--- src/rtl/pcie_rx_st_buffer.sv ---
// pcie_rx_st_buffer
// Receive-side buffer sitting directly behind the Arria 10 PCIe hard IP
// Avalon-ST RX interface. Beats from the hard IP land in a first-word-fall-
// through FIFO that is deep enough to soak up the ready latency. The head of
// the FIFO is presented on a plain valid/ready stream together with the TLP
// header fields decoded from DW0, so the TLP-to-Wishbone logic never has to
// parse the header itself. SOP/EOP framing is checked on the way in and
// dropped beats are counted.
//
// Ports
//   clk_i, rst_i         core clock (coreclkout_hip), synchronous active-high reset
//   rx_st_*_i            Avalon-ST RX beat from the hard IP (data, sop, eop, err,
//                        valid, bar)
//   rx_st_ready_o        registered sink ready back to the hard IP
//   out_data/sop/eop/err head beat of the FIFO
//   out_bar/fmt/type/len header fields of the TLP the head beat belongs to
//   out_4dw_o            fmt[0], 4DW header
//   out_has_data_o       fmt[1], TLP carries payload
//   out_valid_o          FIFO not empty
//   out_ready_i          downstream takes the head beat
//   overflow_o           sticky, a beat arrived with no free entry
//   framing_err_o        sticky, SOP/EOP sequence violated
//   drop_cnt_o           number of dropped beats, saturating
//   clear_i              clears overflow_o, framing_err_o and drop_cnt_o

module pcie_rx_st_buffer #(
  parameter int DEPTH         = 16,
  parameter int READY_LATENCY = 2,
  parameter int DATA_W        = 64
) (
  input  logic              clk_i,
  input  logic              rst_i,
  input  logic [DATA_W-1:0] rx_st_data_i,
  input  logic              rx_st_sop_i,
  input  logic              rx_st_eop_i,
  input  logic              rx_st_err_i,
  input  logic              rx_st_valid_i,
  input  logic [7:0]        rx_st_bar_i,
  output logic              rx_st_ready_o,
  output logic [DATA_W-1:0] out_data_o,
  output logic              out_sop_o,
  output logic              out_eop_o,
  output logic              out_err_o,
  output logic [7:0]        out_bar_o,
  output logic [2:0]        out_fmt_o,
  output logic [4:0]        out_type_o,
  output logic [9:0]        out_len_o,
  output logic              out_4dw_o,
  output logic              out_has_data_o,
  output logic              out_valid_o,
  input  logic              out_ready_i,
  output logic              overflow_o,
  output logic              framing_err_o,
  output logic [15:0]       drop_cnt_o,
  input  logic              clear_i
);

  localparam int AW = $clog2(DEPTH);
  localparam logic [AW:0] FULL_CNT     = (AW+1)'(DEPTH);
  localparam logic [AW:0] READY_THRESH = (AW+1)'(DEPTH - READY_LATENCY - 1);

  typedef enum logic {WR_IDLE, WR_PKT} wr_state_t;

  logic [DATA_W-1:0] mem_data [DEPTH];
  logic [7:0]        mem_bar  [DEPTH];
  logic [DEPTH-1:0]  mem_sop;
  logic [DEPTH-1:0]  mem_eop;
  logic [DEPTH-1:0]  mem_err;

  logic [AW-1:0] wr_ptr;
  logic [AW-1:0] rd_ptr;
  logic [AW:0]   count;
  logic [AW:0]   count_next;

  logic rd_fire;
  logic wr_free;
  logic wr_fire;
  logic drop;
  logic ready_q;

  wr_state_t wr_state;
  logic      overflow_q;
  logic      framing_q;
  logic [15:0] drop_cnt_q;

  logic [2:0] hdr_fmt;
  logic [4:0] hdr_type;
  logic [9:0] hdr_len;
  logic [7:0] hdr_bar;

  logic [DATA_W-1:0] head_data;
  logic              head_sop;

  // A read frees its entry in the same cycle, so a full FIFO can still take
  // a beat while the head is leaving. Beats are written whenever valid,
  // because the hard IP may keep sending for READY_LATENCY cycles.
  assign out_valid_o = (count != '0);
  assign rd_fire     = out_valid_o & out_ready_i;
  assign wr_free     = (count < FULL_CNT) | rd_fire;
  assign wr_fire     = rx_st_valid_i & wr_free;
  assign drop        = rx_st_valid_i & ~wr_free;

  // Occupancy after this edge; ready is derived from it so that the hard IP
  // sees the throttle one cycle earlier than a count-based ready would give.
  always_comb begin
    count_next = count;
    case ({wr_fire, rd_fire})
      2'b10:   count_next = count + 1'b1;
      2'b01:   count_next = count - 1'b1;
      default: count_next = count;
    endcase
  end

  // Entry storage carries no reset; only the pointers and count define
  // which entries are live.
  always_ff @(posedge clk_i) begin
    if (wr_fire) begin
      mem_data[wr_ptr] <= rx_st_data_i;
      mem_bar[wr_ptr]  <= rx_st_bar_i;
      mem_sop[wr_ptr]  <= rx_st_sop_i;
      mem_eop[wr_ptr]  <= rx_st_eop_i;
      mem_err[wr_ptr]  <= rx_st_err_i;
    end
  end

  // Pointers, occupancy and the registered ready. Ready resets high and is
  // masked by rst_i so it reads 0 while reset is held and 1 right after.
  always_ff @(posedge clk_i) begin
    if (rst_i) begin
      wr_ptr  <= '0;
      rd_ptr  <= '0;
      count   <= '0;
      ready_q <= 1'b1;
    end else begin
      if (wr_fire) wr_ptr <= wr_ptr + 1'b1;
      if (rd_fire) rd_ptr <= rd_ptr + 1'b1;
      count   <= count_next;
      ready_q <= (count_next <= READY_THRESH);
    end
  end

  assign rx_st_ready_o = ready_q & ~rst_i;

  // Framing checker. Every valid beat is checked, including ones that end
  // up dropped. A SOP inside a packet is flagged and then restarts framing
  // as a fresh packet. An event in the same cycle as clear_i wins.
  always_ff @(posedge clk_i) begin
    if (rst_i) begin
      wr_state  <= WR_IDLE;
      framing_q <= 1'b0;
    end else begin
      if (clear_i) framing_q <= 1'b0;
      if (rx_st_valid_i) begin
        case (wr_state)
          WR_IDLE: begin
            if (!rx_st_sop_i)      framing_q <= 1'b1;
            else if (!rx_st_eop_i) wr_state  <= WR_PKT;
          end
          WR_PKT: begin
            if (rx_st_sop_i) begin
              framing_q <= 1'b1;
              wr_state  <= rx_st_eop_i ? WR_IDLE : WR_PKT;
            end else if (rx_st_eop_i) begin
              wr_state <= WR_IDLE;
            end
          end
          default: wr_state <= WR_IDLE;
        endcase
      end
    end
  end

  // Overflow flag and saturating drop counter; a drop in the clearing
  // cycle leaves the count at 1 rather than 0.
  always_ff @(posedge clk_i) begin
    if (rst_i) begin
      overflow_q <= 1'b0;
      drop_cnt_q <= '0;
    end else if (clear_i) begin
      overflow_q <= drop;
      drop_cnt_q <= {15'd0, drop};
    end else if (drop) begin
      overflow_q <= 1'b1;
      if (drop_cnt_q != 16'hFFFF) drop_cnt_q <= drop_cnt_q + 16'd1;
    end
  end

  assign overflow_o    = overflow_q;
  assign framing_err_o = framing_q;
  assign drop_cnt_o    = drop_cnt_q;

  // Head entry of the FIFO drives the beat outputs directly.
  assign head_data  = mem_data[rd_ptr];
  assign head_sop   = mem_sop[rd_ptr];
  assign out_data_o = head_data;
  assign out_sop_o  = head_sop;
  assign out_eop_o  = mem_eop[rd_ptr];
  assign out_err_o  = mem_err[rd_ptr];

  // Header of the TLP currently leaving the FIFO, captured when its SOP
  // beat transfers so the later beats of the same TLP show the same fields.
  always_ff @(posedge clk_i) begin
    if (rst_i) begin
      hdr_fmt  <= '0;
      hdr_type <= '0;
      hdr_len  <= '0;
      hdr_bar  <= '0;
    end else if (rd_fire && head_sop) begin
      hdr_fmt  <= head_data[31:29];
      hdr_type <= head_data[28:24];
      hdr_len  <= head_data[9:0];
      hdr_bar  <= mem_bar[rd_ptr];
    end
  end

  // On a SOP head the fields come straight from the entry, otherwise from
  // the captured header, giving zero-latency decode on the first beat.
  assign out_fmt_o      = head_sop ? head_data[31:29]  : hdr_fmt;
  assign out_type_o     = head_sop ? head_data[28:24]  : hdr_type;
  assign out_len_o      = head_sop ? head_data[9:0]    : hdr_len;
  assign out_bar_o      = head_sop ? mem_bar[rd_ptr]   : hdr_bar;
  assign out_4dw_o      = out_fmt_o[0];
  assign out_has_data_o = out_fmt_o[1];

endmodule

--- config.mk ---
export PLATFORM = sky130hd
export DESIGN_NAME = pcie_rx_st_buffer
export DESIGN_NICKNAME = d
export VERILOG_FILES = /design/src/rtl/pcie_rx_st_buffer.sv
export SDC_FILE = /design/constraint.sdc
export NUM_CORES = 1
export LEC_CHECK = 0
export BUFFER_PORTS_ARGS = -buffer_cell sky130_fd_sc_hd__buf_2
export CAP_MARGIN = 25
export CORE_MARGIN = 8
export CORE_UTILIZATION = 45
export CTS_CLUSTER_SIZE = 16
export DETAILED_ROUTE_END_ITERATION = 7
export PLACE_DENSITY_LB_ADDON = 0.3
export SYNTH_ARGS = -nofsm -noshare
export SYNTH_HDL_FRONTEND = slang
export SYNTH_SLANG_ARGS = --single-unit
--- constraint.sdc ---
create_clock -name clk_i -period 7.6 [get_ports clk_i]
set_input_delay 0 -clock clk_i [delete_from_list [all_inputs] [get_ports clk_i]]
set_output_delay 0 -clock clk_i [all_outputs]
set_load 0.005 [all_outputs]
==> results of run 1 <==
## synth_stat cells (6+ instances only)
cell type	count
edfxtp_1	1200
mux4_2	345
dfxtp_1	63
a22oi_1	55
clkbuf_1	48
buf_2	42
nor2_1	42
nand2_1	39
mux2_2	26
a21oi_1	20
a21oi_2	20
nand3_2	20
o21ai_1	20
buf_1	17
xnor2_1	17
nand3_1	11
mux2i_1	10
ha_1	9
xor2_1	9
inv_1	8
nor2b_1	8
o21ai_0	8
nand2b_1	6
nand4_1	6
nor3_1	6
## timing repair
item,in CTS,in global routing
endpoints found under the setup margin,0,0
gates resized for setup,0,0
endpoints found under the hold margin,1261,0
hold buffers,83,0
## final cells by class
| type | count | area (um2) |
|---|---|---|
| antenna | 4 | 10.0 |
| clock buffer | 164 | 3420 |
| clock inverter | 71 | 694 |
| fill | 8165 | 50600 |
| inverter | 9 | 33.8 |
| multi-input combinational | 718 | 10500 |
| sequential | 1263 | 37300 |
| tap | 1403 | 1760 |
| timing repair buffer | 335 | 2380 |
## worst register-to-register path, stage by stage, from the launching register on
cell      delay (ns)
dfxtp_1         0.39
a21boi_1        0.21
buf_4           0.23
nand2_1         0.26
nor2_4          0.64
buf_4           0.60
buf_4           0.64
## power by group through the flow
stage,sequential [uW],clock (uW),combinational [uW]
finish,7980,6140,2550
global route,8010,6530,2760
CTS,7990,6270,2600
detailed placement,8140,0,2540
global placement,8130,0,2490
floorplan,8060,0,1780
## cells in the final DEF, fill, tap and decap left out, types with 10 or more instances in the layout
master	count
a21oi_1	20
a21oi_2	20
a22oi_1	55
buf_2	194
buf_4	50
clkbuf_1	31
clkbuf_16	131
clkinv_1	31
clkinv_2	11
dfxtp_1	59
dlygate4sd3_1	83
edfxtp_1	1200
mux2_2	26
mux2i_1	10
mux4_2	345
nand2_1	39
nand3_1	11
nand3_2	20
nor2_1	29
nor2_4	12
o21ai_1	20
xnor2_1	17
## routing by layer
metal	vias up	part of all wire, %	wire length [um]	track usage [%]
met2	722	49	53200	30.1
li1	9652	-	-	-
met3	153	6.0	6480	3.69
met4	16	1.5	1650	4.02
met1	12406	43	46400	25.4
met5	-	0.096	103	0
## state kept, by name, summed over array words and instances, names as in the netlist, 3 cells and up, named ones only
signal      flops
count           5
drop_cnt_o     16
hdr_bar         8
hdr_fmt         3
hdr_len        10
hdr_type        5
mem_bar       128
mem_data     1024
mem_eop        16
mem_err        16
mem_sop        16
rd_ptr          4
wr_ptr          4
## per-stage QoR
step	util (%)	setup WS (ns)	instances
5_1_grt	52.6	3.34	3964
2_1_floorplan	-	0.887	2107
3_3_place_gp	47.7	4.22	3638
3_5_place_dp	47.8	4.19	3642
6_report	52.6	3.65	3967
4_1_cts	52.5	3.46	3960
## final timing paths
| path | from | end | slack, ns |
|---|---|---|---|
| worst max-delay path | register | out_len_o[0] | 3.65 |
| worst min-delay path | rx_st_data_i[13] | mem_data[10][13] | 0.18 |
| worst max register to register | count[4] | mem_data[14][9] | 4.22 |
| worst min register to register | hdr_len[3] | hdr_len[3] | 0.45 |
## cell families (layout without fill, tap and decap cells)
kind of cell             Yosys count  in the layout  share of synthesized area, %
XOR/XNOR                          26             26                         0.472
buffers and inverters            126            579                          1.23
adder cells (fa/ha/maj)            9              9                         0.233
other                              0              4                             0
flip-flops                      1263           1263                          77.3
AND/OR/NAND/NOR                  164            164                          1.90
multiplexers                     381            381                          16.9
AO/OA/AOI/OAI                    138            138                          2.01
==> qor.log, run 1 <==
qor: synth.synth_fp_nets 2196
qor: pwr.clock_power_share 36.8%
qor: pwr.ir_worst_vdd 0.174 mV
qor: global_routing.grt_antenna_before_repair 15
qor: synth.async_reset_ff_share 0%
qor: layout.finalInstanceArea 0.0561 mm2
qor: floorplan.chipWidth 344 um
qor: critical_path.worst-endpoint-required 7.60 ns
qor: synth.synth-seq-area-share 77.3%
qor: critical_path.arrival 3.95 ns
qor: placed_design.dp_hpwl 58700 um
qor: routing.first_pass_iters 5
qor: pwr.totalPowerFinal 16700 uW
qor: floorplan.effective_utilization_at_floorplan 45.2%
qor: clock_network.cts_setup_buffers 0
qor: critical_path.timing.setup.critical_path_class register to output port
qor: synth.netlist.area_leader.share 74.6%
qor: sta.fin_crit_share 52.0%
qor: synth.synth_cell_type_count 52
qor: pwr.combPwrFrac 15.3%
qor: synth.syn_area_per_cell 22.9 um2
qor: routing.drc_errors 0
qor: critical_path.path_delay_family buffers and inverters
qor: pwr.power.density_cell_area 297 mW/mm2
qor: critical_path.crit_slowest_cell dfxtp_4
qor: status.status finished, final reports clean
qor: sta.tns 0 ns
qor: global_routing.global_route_wire_length_before_repair 160000 um
qor: critical_path.worst_path_largest_cell_delay 0.88 ns
qor: clock_network.h_tree_depth 4
qor: global_routing.total_grt_usage 18.3%
qor: clock_network.tritoncts done
qor: synth.yosys_warnings 0
qor: sta.hold_slack 0.183 ns
qor: clock_network.clk_path_buf_depth 3
qor: critical_path.critical_path_startpoint_category register
qor: routing.antenna_nets_post_route 0
qor: hold_path.hold_depth 2
qor: floorplan.floorplan.die_area 0.118 mm2
qor: routing.routed-via-count 22949
qor: synth.number_of_enable_flip_flop_cells_after_synthesis 1200
qor: synth.yosys_register_bits 1263
qor: pwr.leakage_power 0.0175 uW
qor: synth.synthTopCellsByArea edfxtp_1 75%, mux4_2 16%, dfxtp_1 2.6%
qor: global_routing.grt_start_max_net_pins 135
qor: sta.slew_violations 0
qor: global_routing.first_global_vias 23867
qor: placed_design.dpl_cell_area 0.0511 mm2
qor: clock_network.clkSlewWorstSetupHoldPaths 0.06 ns
qor: synth.dominant_synthesized_flop_cell edfxtp_1
qor: clock_network.clock_sinks 1263
qor: placed_design.gpl.final_weighted_congestion 0.720
qor: sta.rsz0062_at_grt false
qor: pwr.seq_power_share 47.9%
qor: routing.drt_iter0_drc 2131
qor: global_routing.grt_overflow_total 0
qor: critical_path.path_depth 6
qor: floorplan.std_cell_rows 120
qor: critical_path.critPathMaxFanout 43
qor: critical_path.timing.reg2reg.worst_path_depth 6
qor: floorplan.boundaryPins 195
qor: floorplan.die-height 344 um
qor: sta.report.final.setup_viol 0
qor: synth.syn-cell-area 0.0483 mm2
qor: sta.min_period 3.95 ns
qor: critical_path.path_cells buf_4 -> mux4_2 -> a22oi_1 -> nand2_1 -> mux2_2 -> buf_2
qor: sta.hold_violations 0
qor: flow_run.max_cap_violations 0
qor: critical_path.critical_path.endpoint_type output port
qor: layout.post_route_cells_drive_above_1_share 33.9%
qor: layout.nNetsFinal 2547
qor: pwr.internal_power 12600 uW
qor: pwr.p_sw 4050 uW
qor: clock_network.worst_skew_pair_later_pin_latency 0.74 ns
qor: synth.synth_largest_area_cell edfxtp_1
qor: floorplan.core_area 0.107 mm2
qor: sta.clock.fmax 0.253 GHz
qor: clock_network.cts-root-buf clkbuf_16
qor: critical_path.critical_path.n_buffers_inverters 2
qor: synth.syn-instance-count 2107
qor: hold_path.min_path_type primary input to register
qor: clock_network.tritoncts.num_buffers 131
qor: pwr.netSwitchingFraction 24.3%
qor: placed_design.buffer_ports.inserted 194
qor: sta.worst_slew_margin_rel 30.0%
qor: layout.area_delta_synth_final 16.2%
qor: routing.postRouteWirelength 108000 um
qor: routing.via_per_inst 5.78
qor: routing.route.detailed.wl_per_inst 27.2 um
qor: sta.skew 0.0207 ns
qor: sta.worst_pin_slew 1.05 ns
(Power assumes the default switching activity.)
==> run 2, diff against run 1 <==
==> constraint.sdc (replaced) <==
create_clock -name clk_i -period 3.41 [get_ports clk_i]
set_input_delay 0 -clock clk_i [delete_from_list [all_inputs] [get_ports clk_i]]
set_output_delay 0 -clock clk_i [all_outputs]
set_load 0.005 [all_outputs]
==> run 2 against run 1 <==
  * Final area is 0.93% higher
  * Cell count is 0.50% higher
  * Clock power is 120% higher
==> qor.log, run 2 (same netlist as run 1, synthesis figures left out) <==
qor: layout.most_used_cells_in_the_layout_excluding_fill_and_tap_cells 1200 x edfxtp_1, 345 x mux4_2, 194 x buf_2
qor: global_routing.global_route_wire_length_before_repair 161000 um
qor: critical_path.r2r-end count[4]
qor: sta.worst_slew_margin_rel 32.5%
qor: floorplan.effective_utilization_at_floorplan 45.2%
qor: layout.post_route_cells_drive_above_1_share 35.1%
qor: hold_path.hold_end count[0]
qor: pwr.power.density_cell_area 654 mW/mm2
qor: critical_path.r2r_setup_slack 0.26 ns
qor: hold_path.holdCritStartpoint rst_i
qor: clock_network.clk_path_buf_depth 3
qor: placed_design.pre_cts_ws 0.315 ns
qor: floorplan.core_area 0.107 mm2
qor: critical_path.path_cells mux2i_1 -> mux4_2 -> o21ai_4 -> buf_4 -> mux2_2 -> buf_2
qor: critical_path.worst-endpoint-required 3.41 ns
qor: critical_path.critPathMaxFanout 27
qor: clock_network.tritoncts.num_buffers 132
qor: global_routing.total_grt_usage 18.6%
qor: flow_run.max_cap_violations 0
qor: sta.worst_pin_slew 1.01 ns
qor: placed_design.buffer_ports.inserted 194
qor: clock_network.cts-root-buf clkbuf_16
qor: routing.antenna_nets_post_route 0
qor: routing.postRouteWirelength 110000 um
qor: floorplan.std_cell_rows 120
qor: routing.via_per_inst 5.75
qor: clock_network.tritoncts done
qor: hold_path.min_path_type primary input to register
qor: status.status finished, final reports clean
qor: clock_network.worst_skew_pair_later_pin_latency 0.73 ns
qor: critical_path.critical_path.n_buffers_inverters 2
qor: global_routing.grt_antenna_before_repair 9
qor: hold_path.hold_depth 3
qor: sta.report.final.setup_viol 0
qor: layout.fillCellCount 8144
qor: floorplan.die-height 344 um
qor: critical_path.path_delay_family multiplexers
qor: clock_network.h_tree_depth 4
qor: sta.slew_violations 0
qor: sta.worst_slack 0.168 ns
qor: critical_path.timing.reg2reg.worst_path_depth 11
qor: routing.route.detailed.wl_per_inst 27.5 um
qor: routing.drc_errors 0
qor: critical_path.arrival 3.24 ns
qor: layout.largestRegisters mem_data (1024), mem_bar (128)
qor: placed_design.dp_hpwl 59000 um
qor: critical_path.timing.setup.critical_path_class register to output port
qor: critical_path.crit_slowest_cell dfxtp_1
qor: critical_path.worst_path_largest_cell_delay 0.69 ns
qor: critical_path.reg2reg_from count[1]
qor: routing.first_pass_iters 5
qor: sta.fin_crit_share 95.1%
qor: layout.nNetsFinal 2571
qor: sta.hold_violations 0
qor: pwr.leakage_power 0.0177 uW
qor: pwr.ir_worst_vdd 0.487 mV
qor: critical_path.critical_path_startpoint_category register
qor: layout.area_delta_synth_final 17.3%
qor: layout.top_register mem_data
qor: clock_network.clkSlewWorstSetupHoldPaths 0.06 ns
qor: placed_design.gpl.final_weighted_congestion 0.754
qor: sta.rsz0062_at_grt false
qor: floorplan.floorplan.die_area 0.118 mm2
qor: pwr.totalPowerFinal 37000 uW
qor: floorplan.chipWidth 344 um
qor: routing.drt_iter0_drc 2211
qor: global_routing.grt_overflow_total 0
qor: sta.skew 0.0207 ns
qor: global_routing.first_global_vias 24216
qor: layout.mostFrequentLayoutCell edfxtp_1
qor: layout.flip_flop_count_of_the_largest_register_all_copies_and_words_added 1024
qor: global_routing.grt_start_max_net_pins 67
qor: sta.clock.fmax 0.308 GHz
qor: floorplan.boundaryPins 195
qor: clock_network.clock_sinks 1263
qor: critical_path.critical_path.endpoint_type output port
qor: sta.min_period 3.24 ns
qor: routing.routed-via-count 22939
run 2: changes by cell type in the layout (fill, tap and decap cells not counted), moves of 4 or more:
cell,before,now
nor3_2,4,0
clkbuf_16,131,136
clkinv_2,11,27
buf_12,2,43
buf_4,50,39
buf_16,6,0
clkinv_1,31,26
nor3_4,1,5
clkbuf_1,31,22
run 2: metal layers:
metal | share of wire [%] | global-route usage [%] | vias up
met4 | 1.5 | 4.42 | 10
li1 | - | - | 9708
met5 | 0.057 | 0 | -
met3 | 6.7 | 4.03 | 134
met1 | 42 | 25.1 | 12324
met2 | 50 | 30.9 | 763
run 2: cell type report:
cell class                 count  area (um2)  share of cell area, %
sequential                  1263       37300                   65.9
multi-input combinational    718       10500                   18.6
clock inverter                73         548                  0.968
inverter                       9        33.8                 0.0596
antenna                        4        10.0                 0.0177
timing repair buffer         358        2950                   5.20
tap                         1403        1760                   3.10
clock buffer                 159        3500                   6.18
run 2: power by group:
group | internal, uW | total, uW | switching [uW] | leakage (uW)
clock network | 7710 | 13400 | 5730 | 0.00200
registers | 17500 | 17700 | 262 | 0.0114
logic | 3020 | 5870 | 2850 | 0.00434
total | 28200 | 37000 | 8840 | 0.0177
run 2: timing repair:
action,4_1_cts,5_1_grt
endpoints found under the hold margin,1256,0
gates resized for setup,0,1
endpoints found under the setup margin,0,1
setup buffers,0,0
hold buffers,82,0
run 2: worst min-delay path, stage by stage:
cell and delay (ns):
dlygate4sd3_1 0.54, buf_2 0.20, nor2_1 0.11
run 2: worst max-delay path by stage:
stage	from	endpoint	slack [ns]	depth (start not counted)
after global placement	count[2]	count[4]	0.36	11
after global routing	rd_ptr[0]	out_bar_o[4]	0.008	6
after floorplan	count[4]	mem_bar[12][0]	-1.25	3
final	rd_ptr[0]	out_bar_o[4]	0.17	6
after CTS	rd_ptr[0]	out_bar_o[4]	0.07	6
after detailed placement	count[1]	count[4]	0.31	11
run 2: metrics by stage:
step	cell area, um2	TNS [ns]	hold slack [ns]	utilization [%]	instances
after global routing	56600	0	0.160	53.0	3983
after detailed placement	51800	0	0.286	48.5	3669
final	56600	0	0.167	53.1	3987
after global placement	51800	0	0.281	48.5	3669
after floorplan	48300	-1155.32	0.0966	-	2107
after CTS	56600	0	0.114	53.0	3983
